===== config.mk =====
export PLATFORM = sky130hd
export DESIGN_NAME = router_input_buffer_flat
export DESIGN_NICKNAME = d
export VERILOG_FILES = /design/src/rtl/router_input_buffer_if.sv /design/src/rtl/router_input_buffer.sv /design/src/flat_wrapper.sv
export SDC_FILE = /design/constraint.sdc
export NUM_CORES = 1
export LEC_CHECK = 0
export BUFFER_PORTS_ARGS = -buffer_cell sky130_fd_sc_hd__buf_2
export CAP_MARGIN = 15
export CORE_MARGIN = 2
export CORE_UTILIZATION = 55
export DETAILED_ROUTE_END_ITERATION = 12
export PLACE_DENSITY = 0.72
export SLEW_MARGIN = 20
export SYNTH_ARGS = -nofsm -noshare
export SYNTH_HDL_FRONTEND = slang
export SYNTH_SLANG_ARGS = --single-unit

===== constraint.sdc =====
create_clock -name clock -period 4.6 [get_ports clock]
set_input_delay 0.46 -clock clock [delete_from_list [all_inputs] [get_ports clock]]
set_output_delay 0.46 -clock clock [all_outputs]
set_load 0.005 [all_outputs]

===== src/rtl/router_input_buffer_if.sv =====
// Purpose: link-side and switch-side signals of one router input port.
// Latency: none (wiring only).
// Backpressure: credit_o throttles the link side, valid/ready the switch side.
interface router_input_buffer_if #(
  parameter int FLIT_WIDTH = 32,
  parameter int DEPTH      = 4
);
  logic                    rx;
  logic [FLIT_WIDTH-1:0]   data_i;
  logic                    credit_o;
  logic                    valid_o;
  logic [FLIT_WIDTH-1:0]   data_o;
  logic                    sop_o;
  logic                    eop_o;
  logic                    ready_i;
  logic                    overflow_o;
  logic [$clog2(DEPTH):0]  occupancy_o;

  // Driver of the link and consumer of the buffered flits.
  modport master (
    output rx, data_i, ready_i,
    input  credit_o, valid_o, data_o, sop_o, eop_o, overflow_o, occupancy_o
  );

  // The input buffer itself.
  modport slave (
    input  rx, data_i, ready_i,
    output credit_o, valid_o, data_o, sop_o, eop_o, overflow_o, occupancy_o
  );
endinterface


===== src/rtl/router_input_buffer.sv =====
// Purpose: credit-returning input FIFO for one router port, tags flits with sop/eop.
// Latency: a flit written on edge N is visible on data_o in cycle N+1 (no bypass).
// Backpressure: credit_o drops when full; flits arriving without credit are dropped and flagged.
module router_input_buffer #(
  parameter int FLIT_WIDTH = 32,
  parameter int DEPTH      = 4
) (
  input  logic                 clock,
  input  logic                 reset,
  router_input_buffer_if.slave bus
);

  localparam int PTR_W = (DEPTH > 1) ? $clog2(DEPTH) : 1;
  localparam int CNT_W = PTR_W + 1;

  typedef enum logic [1:0] {
    ST_HEADER  = 2'd0,
    ST_SIZE    = 2'd1,
    ST_PAYLOAD = 2'd2
  } frame_state_t;

  logic [FLIT_WIDTH-1:0] mem [DEPTH];
  logic [PTR_W-1:0]      wr_ptr;
  logic [PTR_W-1:0]      rd_ptr;
  logic [CNT_W-1:0]      count;
  logic                  full;
  logic                  credit;
  logic                  valid;
  logic                  push;
  logic                  pop;
  logic                  overflow;
  logic [FLIT_WIDTH-1:0] head;

  frame_state_t          state;
  frame_state_t          state_nxt;
  logic [FLIT_WIDTH-1:0] rem;
  logic [FLIT_WIDTH-1:0] rem_nxt;
  logic                  sop_raw;
  logic                  eop_raw;

  // Credit and valid come straight from the registered count; both are forced
  // low while reset is asserted because count is only cleared at the edge.
  assign full   = (count == CNT_W'(DEPTH));
  assign credit = !reset && !full;
  assign valid  = !reset && (count != '0);
  assign head   = mem[rd_ptr];
  assign push   = bus.rx && credit;
  assign pop    = valid && bus.ready_i;

  assign bus.credit_o    = credit;
  assign bus.valid_o     = valid;
  assign bus.data_o      = head;
  assign bus.sop_o       = valid && sop_raw;
  assign bus.eop_o       = valid && eop_raw;
  assign bus.overflow_o  = overflow;
  assign bus.occupancy_o = count;

  // Flit storage; contents need no reset since valid_o masks stale entries.
  always_ff @(posedge clock) begin
    if (push) begin
      mem[wr_ptr] <= bus.data_i;
    end
  end

  // Pointers, occupancy and the sticky overflow flag.
  always_ff @(posedge clock) begin
    if (reset) begin
      wr_ptr   <= '0;
      rd_ptr   <= '0;
      count    <= '0;
      overflow <= 1'b0;
    end else begin
      if (push) begin
        wr_ptr <= wr_ptr + PTR_W'(1);
      end
      if (pop) begin
        rd_ptr <= rd_ptr + PTR_W'(1);
      end
      case ({push, pop})
        2'b10:   count <= count + CNT_W'(1);
        2'b01:   count <= count - CNT_W'(1);
        default: count <= count;
      endcase
      if (bus.rx && !credit) begin
        overflow <= 1'b1;
      end
    end
  end

  // Framing state register; reset always lands on a packet boundary.
  always_ff @(posedge clock) begin
    if (reset) begin
      state <= ST_HEADER;
      rem   <= '0;
    end else begin
      state <= state_nxt;
      rem   <= rem_nxt;
    end
  end

  // Framing next-state and sop/eop decode; only a pop advances the framing.
  always_comb begin
    state_nxt = state;
    rem_nxt   = rem;
    sop_raw   = 1'b0;
    eop_raw   = 1'b0;
    case (state)
      ST_HEADER: begin
        sop_raw = 1'b1;
        if (pop) begin
          state_nxt = ST_SIZE;
        end
      end
      ST_SIZE: begin
        // A zero size flit closes the packet itself.
        eop_raw = (head == '0);
        if (pop) begin
          rem_nxt   = head;
          state_nxt = (head == '0) ? ST_HEADER : ST_PAYLOAD;
        end
      end
      ST_PAYLOAD: begin
        eop_raw = (rem == FLIT_WIDTH'(1));
        if (pop) begin
          rem_nxt = rem - FLIT_WIDTH'(1);
          if (rem == FLIT_WIDTH'(1)) begin
            state_nxt = ST_HEADER;
          end
        end
      end
      default: begin
        state_nxt = ST_HEADER;
      end
    endcase
  end

endmodule


===== src/flat_wrapper.sv =====
// flat-port wrapper written by rule: the top's interface ports become plain ports
module router_input_buffer_flat 
#(
  parameter int FLIT_WIDTH = 32,
  parameter int DEPTH      = 4
)
  (clock, reset, bus_rx, bus_data_i, bus_ready_i, bus_credit_o, bus_valid_o, bus_data_o, bus_sop_o, bus_eop_o, bus_overflow_o, bus_occupancy_o);
  router_input_buffer_if #(.FLIT_WIDTH(FLIT_WIDTH), .DEPTH(DEPTH)) bus_i ();
  input  logic clock;
  input  logic reset;
  input wire logic [$bits(bus_i.rx)-1:0] bus_rx;
  input wire logic [$bits(bus_i.data_i)-1:0] bus_data_i;
  input wire logic [$bits(bus_i.ready_i)-1:0] bus_ready_i;
  output wire logic [$bits(bus_i.credit_o)-1:0] bus_credit_o;
  output wire logic [$bits(bus_i.valid_o)-1:0] bus_valid_o;
  output wire logic [$bits(bus_i.data_o)-1:0] bus_data_o;
  output wire logic [$bits(bus_i.sop_o)-1:0] bus_sop_o;
  output wire logic [$bits(bus_i.eop_o)-1:0] bus_eop_o;
  output wire logic [$bits(bus_i.overflow_o)-1:0] bus_overflow_o;
  output wire logic [$bits(bus_i.occupancy_o)-1:0] bus_occupancy_o;
  assign bus_i.rx = bus_rx;
  assign bus_i.data_i = bus_data_i;
  assign bus_i.ready_i = bus_ready_i;
  assign bus_credit_o = bus_i.credit_o;
  assign bus_valid_o = bus_i.valid_o;
  assign bus_data_o = bus_i.data_o;
  assign bus_sop_o = bus_i.sop_o;
  assign bus_eop_o = bus_i.eop_o;
  assign bus_overflow_o = bus_i.overflow_o;
  assign bus_occupancy_o = bus_i.occupancy_o;
  router_input_buffer #(.FLIT_WIDTH(FLIT_WIDTH), .DEPTH(DEPTH)) u_core (.clock(clock), .reset(reset), .bus(bus_i));
endmodule

=== Word level (Yosys, flattened, before mapping) ===
Memories as Yosys holds them, arrays and structs flattened. A register that Yosys moved wholly into a read port is not among the register bits.
Cells that the tools add are included.

* Logic and storage cells: 55
* Memory bits (writable): 128
* Memories: 1
* Input port bits: 36
* Bits in registers: 42
* Output and inout bits: 40

{| class="wikitable"
|+ Memories
! memory !! depth !! bits a word !! read ports !! clocked after Yosys merged registers in !! write ports !! RTL line !! RTL
|-
| u_core.mem || 4 || 32 || 1 || 1 || 1 || router_input_buffer.sv:22 || <nowiki>logic [FLIT_WIDTH-1:0] mem [DEPTH];</nowiki>
|}

* Equal/unequal tests: 10
* Muxes and demuxes: 16
* Add/sub/neg operators: 5
* Reduce and logical (&&, ||, !) cells: 17

{| class="wikitable"
|+ Operator list
! operator !! count
|-
| 2-to-1 mux 32 bit || 2
|-
| case mux 32 bit (2 select lines) || 1
|-
| equality test 32 x 1 -> 1 bit (second input constant) || 1
|-
| zero test 32 bit || 1
|-
| subtractor 32 x 1 -> 32 bit (second input constant) || 1
|-
| 2-to-1 mux 2 bit || 7
|-
| != test 2 x 1 -> 1 bit (second input constant) || 4
|-
| logical AND 1 bit || 7
|-
| case mux 2 bit (3 select lines) || 1
|-
| case mux 3 bit (2 select lines) || 1
|-
| adder 2 x 1 -> 2 bit (second input constant) || 2
|-
| equality test 2 x 1 -> 1 bit (second input constant) || 2
|-
| equality test 2 bit (second input constant) || 2
|-
| AND reduction 4 bit || 1
|-
| nonzero test 2 bit || 2
|-
| adder 3 x 1 -> 3 bit (second input constant) || 1
|-
| equality test 3 bit (second input constant) || 1
|-
| zero test 1 bit || 3
|-
| 2-to-1 mux 1 bit || 3
|-
| AND reduction 3 bit || 1
|-
| nonzero test 3 bit || 1
|-
| subtractor 3 x 1 -> 3 bit (second input constant) || 1
|-
| zero test 2 bit || 1
|-
| case mux 1 bit (2 select lines) || 1
|}

=== Longest topological paths before layout ===
* Depth after elaboration: 6
* Mapped depth: 10
* Depth with buffers taken out: 10

=== Worst setup path before layout ===
OpenSTA, ideal clock, no wires.

* Path kind: reg-to-output
* Start: reg (tool-made name)
* End: out bus_eop_o
* Path slack: 2.116 ns
* Data required time: 4.140 ns
* Path buffers: 2
* Stages on the path, launching flop included: 8
* Arrival time: 2.024 ns
* Path through: dfxtp_1 > buf_2 > buf_2 > mux4_2 > nor4_1 > nand4_1 > nor2_1 > a41o_1

{| class="wikitable"
|+ RTL lines
! item !! RTL line !! RTL
|-
| to (decl) || flat_wrapper.sv:18 || <nowiki>output wire logic [$bits(bus_i.eop_o)-1:0] bus_eop_o;</nowiki>
|}

==> flow_summary.ini <==
[route]
wl_per_cell_um = 22.0
ant_nets = 0
viasPerCell = 6.24
vias = 5098
drt_wl_total_um = 18000
drcViolationCount = 0
drt_pass1_iterations = 5
first_iter_violations = 753

[sta]
worst_slack_ns = 0.955
tns_ns = 0
period_needed_ns = 3.64
relSlewSlack_pct = 33.4
hold_viol = 0
tightest_slew_ns = 0.999
slew_violations = 0
finClkSkew_ns = 0.00829
fmax_mhz = 274
rsz0062_at_grt = no
fin_crit_sh_pct = 79.2
setup_viol = 0

[setup_path]
rr_startpoint = u_core.state[0]
worstPathArrival_ns = 3.18
r2r_slack_ns = 1.89
required_ns = 4.14
criticalPathCategory = flip-flop to output pin
setup.worst_path.end = bus_eop_o
cp-start-kind = flip-flop
r2r_end = u_core.rem[9]
rr_worst_depth = 8
critPathCaptureType = output pin
path_max_fanout = 19

[synthesis]
synth_common_cells = edfxtp_1, dfxtp_1, a21oi_1
synth_cell_types = 64
synthesis.area_um2 = 7550
ys.flop_type = edfxtp_1
yosysTopAreaCell = edfxtp_1
ys_warn_count = 0
synth_top_area_share_pct = 50.9
avgSynthCellArea_um2 = 13.7
synthTopCellsByArea = edfxtp_1, dfxtp_1, mux4_2
ys_seq_elements = 172
synth_cells = 553
seq_area_frac_synth_pct = 62.5
synth-edff-count = 128
syn_nets = 600
async_flop_share_pct = 0
yosysMostFrequentCell = edfxtp_1

[placement]
dp_hpwl_um = 12300
pre_cts_ws_ns = 1.37
place.gp.congestion = 0.857
io_buffers = 75

[floorplan]
die_h_um = 121
die_area_um2 = 14700
core_area_um2 = 13300
die_w_um = 121
ioPinCount = 76
start_util_pct = 56.6
fp-row-count = 42

[cts]
clk_latency_ns = 0.43
cts_htree_levels = 4
cts_tree = built
numCtsBuffers = 17
cts_buffer_depth = 2
root_buffer = clkbuf_16
post_cts_buffers = 0
cts_hold_buffers = 0
cts_num_sinks = 172
cts_resized = 0
clk_pin_slew_worst_paths_ns = 0.07

[global_routing]
grt_pass1_wl_um = 27700
grt_start_max_net_pins = 58
antenna_found_initial = 1
grt.total_usage_pct = 25.8
grt_pass1_vias = 4892
overflow = 0

[power]
power.density_nw_per_um2 = 432
ir_drop_uv = 544
p_total_uw = 3750
leakage_uw = 0.00297

[run]
maxCapViolCount = 0

[finish]
final_nets = 674
synthToLayoutAreaGrowth_pct = 15.0
layout-drive-gt1-share_pct = 26.7

[run_status]
status = finished clean

[hold_path]
hold_class = input pin to flip-flop
## per-stage QoR
stage | cells | util [%] | cell area [um^2] | hold slack (ns)
global placement | 784 | 60.7 | 8110 | 0.442
finish | 817 | 65.1 | 8690 | 0.238
global route | 817 | 65.1 | 8690 | 0.225
floorplan | 553 | - | 7550 | 0.436
detailed placement | 784 | 60.7 | 8110 | 0.459
CTS | 816 | 65.1 | 8680 | 0.224
## flip-flops by register name, indices dropped and copies added, names as in the netlist, named ones only
name,cells
u_core.mem,128
u_core.bus.occupancy_o,3
u_core.rem,32
u_core.bus.overflow_o,1
u_core.rd_ptr,2
u_core.wr_ptr,2
u_core.state,2
## worst max-delay path, stage by stage (launching register included)
cell     delay, ns
dfxtp_2       0.77
buf_4         0.29
mux4_2        0.56
nor4_1        0.28
nand4_1       0.19
nor2_1        0.33
a41o_1        0.21
buf_2         0.11
## how the worst min path moves through the flow
stage,startpoint,end,slack [ns],cells past startpoint
floorplan,u_core.rem[27],u_core.rem[27],0.44,1
global placement,u_core.bus.overflow_o,u_core.bus.overflow_o,0.44,2
detailed placement,u_core.bus.overflow_o,u_core.bus.overflow_o,0.46,2
CTS,bus_data_i[22],u_core.mem[0][22],0.22,1
global route,bus_data_i[8],u_core.mem[2][8],0.22,1
finish,bus_data_i[17],u_core.mem[0][17],0.24,1
## where the power goes
group | internal (uW) | switching (uW)
Sequential | 1730 | 51.8
Combinational | 211 | 365
Clock | 764 | 631
## layer usage
layer	track usage (%)	wire, um	part of all wire, %
met2	39.3	8640	48
met5	0	0	0
met1	36.1	7500	42
met4	7.83	287	1.6
met3	8.08	1550	8.6
## cells by family (layout without fill, tap and decap cells)
kind of cell / after synthesis / after routing / synth area share [%]
flops: 172 / 172 / 62.5
simple gates: 158 / 158 / 12.0
compound gates: 123 / 123 / 10.5
buf+inv: 51 / 138 / 2.77
mux: 33 / 33 / 9.69
fa+ha+maj: 11 / 11 / 1.92
xor+xnor: 5 / 5 / 0.580
other cells: 0 / 1 / 0
## placed cells by master (no fill, tap or decap), types with 13 or more instances in the layout
| cell type | n |
|---|---|
| edfxtp_1 | 128 |
| buf_2 | 75 |
| dfxtp_1 | 43 |
| a21oi_1 | 37 |
| mux4_2 | 32 |
| nand2_1 | 32 |
| o21ai_0 | 31 |
| nor2_1 | 26 |
| inv_1 | 18 |
| clkbuf_16 | 17 |
| nor3_1 | 16 |
| nor4_1 | 16 |
| buf_4 | 13 |
## area by class of cell
cell class / instances / area [um^2]
antenna: 1 / 2.50
sequential: 172 / 4730
fill: 1002 / 4660
timing repair buffer: 88 / 473
clock buffer: 17 / 425
tap: 176 / 220
inverter: 18 / 67.6
clock inverter: 15 / 153
multi-input combinational: 330 / 2620
Note: power is estimated with default switching activity, not from simulation.
